--- config.mk ---
export PLATFORM = sky130hd
export DESIGN_NAME = gpio_access_arbiter10_flat
export DESIGN_NICKNAME = d
export VERILOG_FILES = /design/src/rtl/gpio_access_arbiter10_pkg.sv /design/src/rtl/gpio_access_arbiter10_if.sv /design/src/rtl/gpio_access_arbiter10_rr_pick.sv /design/src/rtl/gpio_access_arbiter10.sv /design/src/flat_wrapper.sv
export SDC_FILE = /design/constraint.sdc
export NUM_CORES = 1
export LEC_CHECK = 0
export CAP_MARGIN = 20
export CORE_MARGIN = 2
export CORE_UTILIZATION = 41
export CTS_CLUSTER_DIAMETER = 60
export DETAILED_ROUTE_END_ITERATION = 8
export GPL_ROUTABILITY_DRIVEN = 0
export HOLD_SLACK_MARGIN = 0.02
export MAX_ROUTING_LAYER = met4
export PLACE_DENSITY = 0.85
export RECOVER_POWER = 50
export SYNTH_ARGS = -nofsm -noshare
export SYNTH_HDL_FRONTEND = slang
export SYNTH_SLANG_ARGS = --single-unit
--- constraint.sdc ---
create_clock -name pclk10 -period 2 [get_ports pclk10]
set_clock_uncertainty 0.05 [all_clocks]
set_input_delay 0.4 -clock pclk10 [delete_from_list [all_inputs] [get_ports pclk10]]
set_output_delay 0.4 -clock pclk10 [all_outputs]
set_load 0.01 [all_outputs]
--- src/rtl/gpio_access_arbiter10_pkg.sv ---
// Shared types and register map for the gpio_lite access path.
// Purely declarative: no logic and no latency.
// No flow control.
package gpio_pkg10;

    localparam int GPIO_ADDR_W = 6;
    localparam int GPIO_DATA_W = 16;

    localparam logic [GPIO_ADDR_W-1:0] GPR_DATA_OUT   = 6'h04;
    localparam logic [GPIO_ADDR_W-1:0] GPR_DIR        = 6'h08;
    localparam logic [GPIO_ADDR_W-1:0] GPR_INT_EN     = 6'h0C;
    localparam logic [GPIO_ADDR_W-1:0] GPR_PIN_IN     = 6'h10;
    // Read-to-clear register; must never be read speculatively.
    localparam logic [GPIO_ADDR_W-1:0] GPR_INT_STATUS = 6'h20;

    typedef enum logic [1:0] {
        ST_IDLE    = 2'b00,
        ST_ISSUE   = 2'b01,
        ST_CAPTURE = 2'b10
    } arb_state_t;

    function automatic logic [1:0] grant_vec(input logic who);
        return who ? 2'b10 : 2'b01;
    endfunction

endpackage

--- src/rtl/gpio_access_arbiter10_if.sv ---
// Requester and subunit signals of the gpio access arbiter.
// Wiring only; no latency.
// Requesters hold req until ack; the subunit side has no backpressure.
interface gpio_access_arbiter10_if
    import gpio_pkg10::*;
#(
    parameter int ADDR_W = GPIO_ADDR_W,
    parameter int DATA_W = GPIO_DATA_W
) ();

    logic [1:0]        req_i;
    logic [1:0]        we_i;
    logic [1:0]        lock_i;
    logic [ADDR_W-1:0] addr0_i;
    logic [ADDR_W-1:0] addr1_i;
    logic [DATA_W-1:0] wdata0_i;
    logic [DATA_W-1:0] wdata1_i;
    logic [1:0]        ack_o;
    logic [DATA_W-1:0] rdata_o;
    logic              busy_o;
    logic              sub_read;
    logic              sub_write;
    logic [ADDR_W-1:0] sub_addr;
    logic [DATA_W-1:0] sub_wdata;
    logic [DATA_W-1:0] sub_rdata;

    modport slave (
        input  req_i, we_i, lock_i, addr0_i, addr1_i, wdata0_i, wdata1_i, sub_rdata,
        output ack_o, rdata_o, busy_o, sub_read, sub_write, sub_addr, sub_wdata
    );

    modport master (
        output req_i, we_i, lock_i, addr0_i, addr1_i, wdata0_i, wdata1_i, sub_rdata,
        input  ack_o, rdata_o, busy_o, sub_read, sub_write, sub_addr, sub_wdata
    );

endinterface

--- src/rtl/gpio_access_arbiter10_rr_pick.sv ---
// Two-way winner picker: round-robin against last_grant, or requester 0 first.
// Combinational, zero latency.
// No flow control; vld simply mirrors any request.
module gpio_rr_pick10 #(
    parameter bit FIXED_PRI = 1'b0
) (
    input  logic [1:0] req,
    input  logic       last_grant,
    output logic       vld,
    output logic       win
);

    always_comb begin
        vld = |req;
        win = 1'b0;
        if (req == 2'b11) begin
            win = FIXED_PRI ? 1'b0 : ~last_grant;
        end else begin
            win = req[1];
        end
    end

endmodule

--- src/rtl/gpio_access_arbiter10.sv ---
// Serialises two requesters onto one gpio_lite register port.
// Latency: request seen in cycle N, strobe at N+1, ack/rdata at N+2; one access per 3 cycles.
// Backpressure: requesters hold req until their ack pulse; the loser simply waits.
module gpio_access_arbiter10
    import gpio_pkg10::*;
#(
    parameter int ADDR_W    = GPIO_ADDR_W,
    parameter int DATA_W    = GPIO_DATA_W,
    parameter bit FIXED_PRI = 1'b0
) (
    input logic                    pclk10,
    input logic                    n_reset10,
    gpio_access_arbiter10_if.slave bus
);

    arb_state_t        state_q;
    arb_state_t        state_d;
    logic              grant;

    logic              owner_q;
    logic              we_q;
    logic              last_grant_q;
    logic              lock_held_q;
    logic              sub_read_q;
    logic              sub_write_q;
    logic [ADDR_W-1:0] sub_addr_q;
    logic [DATA_W-1:0] sub_wdata_q;
    logic [1:0]        ack_q;

    logic              lock_live;
    logic [1:0]        pick_req;
    logic              pick_vld;
    logic              pick_win;

    // A held lock only counts while its owner is still asking; otherwise
    // both requesters compete normally in the same IDLE cycle.
    assign lock_live = lock_held_q & bus.req_i[last_grant_q];
    assign pick_req  = lock_live ? grant_vec(last_grant_q) : bus.req_i;

    gpio_rr_pick10 #(
        .FIXED_PRI (FIXED_PRI)
    ) u_pick (
        .req        (pick_req),
        .last_grant (last_grant_q),
        .vld        (pick_vld),
        .win        (pick_win)
    );

    always_ff @(posedge pclk10 or negedge n_reset10) begin
        if (!n_reset10) begin
            state_q <= ST_IDLE;
        end else begin
            state_q <= state_d;
        end
    end

    always_comb begin
        state_d = state_q;
        grant   = 1'b0;
        unique case (state_q)
            ST_IDLE: begin
                if (pick_vld) begin
                    grant   = 1'b1;
                    state_d = ST_ISSUE;
                end
            end
            ST_ISSUE:   state_d = ST_CAPTURE;
            ST_CAPTURE: state_d = ST_IDLE;
            default:    state_d = ST_IDLE;
        endcase
    end

    always_ff @(posedge pclk10 or negedge n_reset10) begin
        if (!n_reset10) begin
            owner_q      <= 1'b0;
            we_q         <= 1'b0;
            last_grant_q <= 1'b1;
            lock_held_q  <= 1'b0;
            sub_read_q   <= 1'b0;
            sub_write_q  <= 1'b0;
            sub_addr_q   <= '0;
            sub_wdata_q  <= '0;
            ack_q        <= 2'b00;
        end else begin
            sub_read_q  <= 1'b0;
            sub_write_q <= 1'b0;
            ack_q       <= 2'b00;

            // Address/data are latched straight into the subunit port so
            // they hold their last value once the strobe drops.
            if (grant) begin
                owner_q     <= pick_win;
                we_q        <= bus.we_i[pick_win];
                sub_read_q  <= ~bus.we_i[pick_win];
                sub_write_q <= bus.we_i[pick_win];
                sub_addr_q  <= pick_win ? bus.addr1_i  : bus.addr0_i;
                sub_wdata_q <= pick_win ? bus.wdata1_i : bus.wdata0_i;
            end

            if (state_q == ST_ISSUE) begin
                ack_q <= grant_vec(owner_q);
            end

            if (state_q == ST_CAPTURE) begin
                last_grant_q <= owner_q;
                lock_held_q  <= bus.lock_i[owner_q];
            end else if (state_q == ST_IDLE && lock_held_q && !bus.req_i[last_grant_q]) begin
                lock_held_q <= 1'b0;
            end
        end
    end

    // sub_rdata is the subunit's registered output and is only valid in the
    // capture cycle, so it is gated through rather than re-registered.
    assign bus.rdata_o   = (|ack_q && !we_q) ? bus.sub_rdata : '0;
    assign bus.ack_o     = ack_q;
    assign bus.busy_o    = (state_q != ST_IDLE);
    assign bus.sub_read  = sub_read_q;
    assign bus.sub_write = sub_write_q;
    assign bus.sub_addr  = sub_addr_q;
    assign bus.sub_wdata = sub_wdata_q;

    a_req_held_until_ack: assert property (
        @(posedge pclk10) disable iff (!n_reset10)
        (state_q != ST_IDLE) |-> bus.req_i[owner_q]
    );

    a_single_strobe: assert property (
        @(posedge pclk10) disable iff (!n_reset10)
        !(sub_read_q && sub_write_q)
    );

endmodule

--- src/flat_wrapper.sv ---
// flat-port wrapper written by rule: the top's interface ports become plain ports
module gpio_access_arbiter10_flat import gpio_pkg10::*;
#(
    parameter int ADDR_W    = GPIO_ADDR_W,
    parameter int DATA_W    = GPIO_DATA_W,
    parameter bit FIXED_PRI = 1'b0
)
  (pclk10, n_reset10, bus_req_i, bus_we_i, bus_lock_i, bus_addr0_i, bus_addr1_i, bus_wdata0_i, bus_wdata1_i, bus_sub_rdata, bus_ack_o, bus_rdata_o, bus_busy_o, bus_sub_read, bus_sub_write, bus_sub_addr, bus_sub_wdata);
  gpio_access_arbiter10_if #(.ADDR_W(ADDR_W), .DATA_W(DATA_W)) bus_i ();
  input logic pclk10;
  input logic n_reset10;
  input wire logic [$bits(bus_i.req_i)-1:0] bus_req_i;
  input wire logic [$bits(bus_i.we_i)-1:0] bus_we_i;
  input wire logic [$bits(bus_i.lock_i)-1:0] bus_lock_i;
  input wire logic [$bits(bus_i.addr0_i)-1:0] bus_addr0_i;
  input wire logic [$bits(bus_i.addr1_i)-1:0] bus_addr1_i;
  input wire logic [$bits(bus_i.wdata0_i)-1:0] bus_wdata0_i;
  input wire logic [$bits(bus_i.wdata1_i)-1:0] bus_wdata1_i;
  input wire logic [$bits(bus_i.sub_rdata)-1:0] bus_sub_rdata;
  output wire logic [$bits(bus_i.ack_o)-1:0] bus_ack_o;
  output wire logic [$bits(bus_i.rdata_o)-1:0] bus_rdata_o;
  output wire logic [$bits(bus_i.busy_o)-1:0] bus_busy_o;
  output wire logic [$bits(bus_i.sub_read)-1:0] bus_sub_read;
  output wire logic [$bits(bus_i.sub_write)-1:0] bus_sub_write;
  output wire logic [$bits(bus_i.sub_addr)-1:0] bus_sub_addr;
  output wire logic [$bits(bus_i.sub_wdata)-1:0] bus_sub_wdata;
  assign bus_i.req_i = bus_req_i;
  assign bus_i.we_i = bus_we_i;
  assign bus_i.lock_i = bus_lock_i;
  assign bus_i.addr0_i = bus_addr0_i;
  assign bus_i.addr1_i = bus_addr1_i;
  assign bus_i.wdata0_i = bus_wdata0_i;
  assign bus_i.wdata1_i = bus_wdata1_i;
  assign bus_i.sub_rdata = bus_sub_rdata;
  assign bus_ack_o = bus_i.ack_o;
  assign bus_rdata_o = bus_i.rdata_o;
  assign bus_busy_o = bus_i.busy_o;
  assign bus_sub_read = bus_i.sub_read;
  assign bus_sub_write = bus_i.sub_write;
  assign bus_sub_addr = bus_i.sub_addr;
  assign bus_sub_wdata = bus_i.sub_wdata;
  gpio_access_arbiter10 #(.ADDR_W(ADDR_W), .DATA_W(DATA_W), .FIXED_PRI(FIXED_PRI)) u_core (.pclk10(pclk10), .n_reset10(n_reset10), .bus(bus_i));
endmodule
### After elaboration in Yosys (flattened, before gate mapping)

Cells that the tools add are included.

| storage, ports and cells | value |
|---|---|
| register bits | 32 |
| bits of input ports | 68 |
| output and inout bits | 43 |
| logic and storage cells | 52 |

| operators by class | value |
|---|---|
| $lt $le $gt $ge | 3 |
| equality and inequality tests | 4 |
| muxes and demuxes | 22 |
| bitwise operators | 3 |
| reduce and logical (&&, ||, !) cells | 10 |

Operator list:

| operator | number |
|---|---|
| $mux W16 | 2 |
| $mux W1 | 13 |
| $mux W2 | 5 |
| $lt A1 B2 Y1 const B | 3 |
| $mux W6 | 1 |
| $eq A2 B2 Y1 const B | 2 |
| $pmux W2 S2 | 1 |
| $reduce_bool A2 Y1 | 2 |
| $reduce_or A2 Y1 | 2 |
| $logic_and A1 B1 Y1 | 3 |
| $eq A2 B1 Y1 const B | 1 |
| $logic_not A1 Y1 | 2 |
| $logic_not A2 Y1 | 1 |
| $ne A2 B1 Y1 const B | 1 |
| $not A1 Y1 | 2 |
| $and A1 B1 Y1 | 1 |

### Longest topological paths before layout

| logic depth | value |
|---|---|
| depth after elaboration | 10 |
| gate-level depth with buffers | 5 |
| gate-level depth less buffers | 3 |

### Modules after synthesis

Synthesis repeated with hierarchy kept, for this count alone.

| second synthesis, totals | value |
|---|---|
| cells, all modules | 149 |
| area, all modules | 1574.0 µm² |

By module, submodules not included:

| module | instances | cells each | area an instance (µm²) | sequential area each (µm²) |
|---|---|---|---|---|
| gpio_access_arbiter10 | 1 | 147 | 1560.2 | 802.0 |
| gpio_rr_pick10 | 1 | 2 | 13.8 | 0.0 |

### Worst setup path after synthesis

OpenSTA, ideal clock, no wires.

| timing path | value |
|---|---|
| kind | flip-flop to output port |
| start point | register u_core.ack_q[1], in the netlist u_core.bus.ack_o[1] |
| end point | output bus_rdata_o[10] |
| arrival time | 1028 ps |
| data required time | 1550 ps |
| setup slack | 522 ps |
| cell stages (with the launch flop) | 5 |
| buffers on the path | 1 |
| cell sequence | dfrtp_1 nor2_1 nor2_1 clkbuf_1 and2_1 |

| on the way | value |
|---|---|
| cells in the longest elaborated chain, start to end | 3 |

Ends and longest elaborated chain:

| element | RTL line | source |
|---|---|---|
| start: declaration | gpio_access_arbiter10.sv:28 | `logic [1:0] ack_q;` |
| start signal: assignment | gpio_access_arbiter10.sv:101 | `ack_q <= grant_vec(owner_q);` |
| $reduce_or A2 Y1 | gpio_access_arbiter10.sv:115 | `assign bus.rdata_o = (\|ack_q && !we_q) ? bus.sub_rdata : '0;` |
| $logic_and A1 B1 Y1 | gpio_access_arbiter10.sv:115 |  |
| $mux W16 | gpio_access_arbiter10.sv:115 |  |
| end: declaration | flat_wrapper.sv:21 | `output wire logic [$bits(bus_i.rdata_o)-1:0] bus_rdata_o;` |

Every way passes these cells.

### Final worst setup path

Ends and elaborated chain as after synthesis.

==> flow_summary.json <==
{
  "status": "finished, final reports clean",
  "avgSynthCellArea_um2": 10.4,
  "synthCells": 188,
  "syn2layout_area_growth_pct": 58.7,
  "htree_levels": 2,
  "finalSetupViolations": 0,
  "cts_tree": "yes",
  "fmax_mhz": 524,
  "grtUsageTotal": 0.231,
  "rrSetupSlack_ps": 180,
  "postCtsSetupBuffers": 0,
  "cts_buffer_depth": 2,
  "final_common_cell": "clkdlybuf4s50_1",
  "fillers": 386,
  "postCtsHoldBufs": 0,
  "seq_area_um2": 802,
  "yosys_warnings": 0,
  "cts_resized": 19,
  "crit_path_end_kind": "output port",
  "synth_area_leaders": "dfrtp_1 (40%), o2111ai_1 (21%), o211ai_1 (9.2%)",
  "fin_area_um2": 3100,
  "synth-seq-cells": 32,
  "post-dp-hpwl_um": 4050,
  "drive_above_1_share": 0.0980,
  "wl_per_cell_um": 17.1,
  "cellLeakagePower_nw": 1.32,
  "clkSinkCount": 32,
  "max-cap-violations": 0,
  "ir_drop_mv": 0.792,
  "syn_nets": 256,
  "crit_fanout": 8,
  "path_class": "reg2out",
  "yosysTopAreaCellShare": 0.397,
  "grt_max_degree": 33,
  "ant_nets": 0,
  "finalHoldViolCount": 0,
  "diodes": 0,
  "clkLatencyLatePin_ps": 280,
  "arrival_ps": 1460,
  "ys_seq_area_frac": 0.411,
  "core_um2": 4660,
  "fin_crit_sh": 0.955,
  "syn_area_um2": 1950,
  "drt_iter0_markers": 171,
  "numPortBuffers": 110,
  "synth_cell_type_count": 27,
  "path_clk_slew_ps": 70,
  "overflow": 0,
  "multi_input_area_um2": 855,
  "maxSlewHeadroom": 0.467,
  "worst_pin_slew_ps": 800,
  "cts_made_buffers": 5,
  "vias": 1992,
  "min_period_ps": 1910,
  "maxSlewViolCount": 0,
  "final_net_count": 363,
  "first_global_vias": 1824,
  "cts-root-buf": "clkbuf_8",
  "rsz0062_at_grt": "no",
  "layout_common_cells": "clkdlybuf4s50_1 (81), o2111ai_1 (47), dfrtp_1 (31)",
  "min_path_type": "reg2reg",
  "worstPathRequired_ps": 1550,
  "via_per_inst": 5.69,
  "power.density_nw_per_um2": 1320,
  "die_w_um": 73.0,
  "io_pins": 111,
  "cp-start-kind": "register",
  "place_area_um2": 3030,
  "tns_ps": 0,
  "drt-total-wl_um": 5980,
  "die_area_um2": 5330,
  "start_util": 0.419,
  "grt_pass1_wl_um": 9200,
  "rows": 25,
  "antenna_found_initial": 0,
  "synth_area_leader_cell": "dfrtp_1",
  "remaining_drc_errors": 0,
  "die_y_um": 73.0,
  "first_pass_iters": 4
}
## cell families (layout without fill, tap and decap cells)
logic type / count (synthesis) / in the layout / synth area share
xor gates and xnor gates: 2 / 2 / 0.0167
buffers and inverters: 49 / 157 / 0.151
DFF: 32 / 32 / 0.411
and+or+nand+nor: 26 / 26 / 0.0801
AOI/OAI and AO/OA: 76 / 76 / 0.325
muxes: 3 / 3 / 0.0167
## metal layers
metal | share of wire | vias up | GRT usage
met5 | 0 | - | -
met4 | 0.0060 | 0 | 0.0535
met3 | 0.070 | 6 | 0.0511
met2 | 0.48 | 107 | 0.352
met1 | 0.44 | 939 | 0.316
li1 | - | 940 | -
## worst max-delay path: stages, from the launching register on
cell	delay, ps
dfrtp_1	380
nor2_1	150
nor2_2	60
buf_4	160
and2_1	160
dlygate4sd2_1	280
## state kept, by name, indices dropped and copies added, names as in the netlist
register              count
u_core.bus.sub_wdata     16
u_core.bus.sub_addr       6
u_core.bus.ack_o          2
u_core.state_q            2
u_core.bus.sub_read       1
u_core.bus.sub_write      1
u_core.last_grant_q       1
u_core.lock_held_q        1
u_core.owner_q            1
u_core.we_q               1
## stage by stage
stage / total power [mW] / cells / util / worst slack [ps] / hold slack, ps
2_1_floorplan: 2.68 / 188 / - / 522 / 54.4
3_3_place_gp: 3.55 / 340 / 0.647 / 58.0 / 465
3_5_place_dp: 3.66 / 341 / 0.649 / 48.0 / 467
4_1_cts: 4.16 / 350 / 0.667 / 113 / 473
5_1_grt: 4.37 / 350 / 0.665 / 5.67 / 526
6_report: 4.09 / 350 / 0.665 / 90.9 / 509
## cell usage after synthesis
| master | instances |
|---|---|
| o211ai_1 | 24 |
| xnor2_2 | 1 |
| a21boi_2 | 1 |
| inv_1 | 24 |
| inv_2 | 3 |
| o21bai_1 | 1 |
| xor2_2 | 1 |
| o211a_1 | 1 |
| mux2_2 | 1 |
| nor2b_1 | 2 |
| nor3_1 | 1 |
| o2111ai_1 | 47 |
| buf_6 | 7 |
| dfstp_2 | 1 |
| a22o_1 | 1 |
| mux2i_1 | 1 |
| buf_4 | 1 |
| nand2_1 | 2 |
| o21ai_1 | 1 |
| nor2_1 | 2 |
| dfrtp_1 | 31 |
| buf_2 | 7 |
| mux2_1 | 1 |
| and2_1 | 18 |
| buf_8 | 4 |
| nor2_4 | 1 |
| clkbuf_1 | 3 |
## final timing paths
kind                                     start                      end  cells past startpoint
max                        u_core.bus.ack_o[1]          bus_rdata_o[10]                      5
min                                u_core.we_q              u_core.we_q                      1
max reg2reg                  u_core.state_q[0]   u_core.bus.sub_addr[1]                      5
min reg2reg                        u_core.we_q              u_core.we_q                      1
max in group asynchronous            n_reset10  u_core.bus.sub_wdata[1]                      2
min in group asynchronous            n_reset10  u_core.bus.sub_wdata[8]                      2
## report_power, final
part           switching (mW)  total, mW  internal (mW)
sequential              0.220       1.19          0.968
clock                   0.239      0.513          0.274
combinational            1.25       2.39           1.14
## layout make-up
cell class	instances	area share
Tap cell	54	0.0218
Sequential cell	32	0.259
Clock inverter	2	0.00323
Inverter	27	0.0327
Timing Repair Buffer	122	0.381
Multi-Input combinational cell	107	0.276
Clock buffer	6	0.0267
No activity file was read; power rests on OpenSTA's default activity.
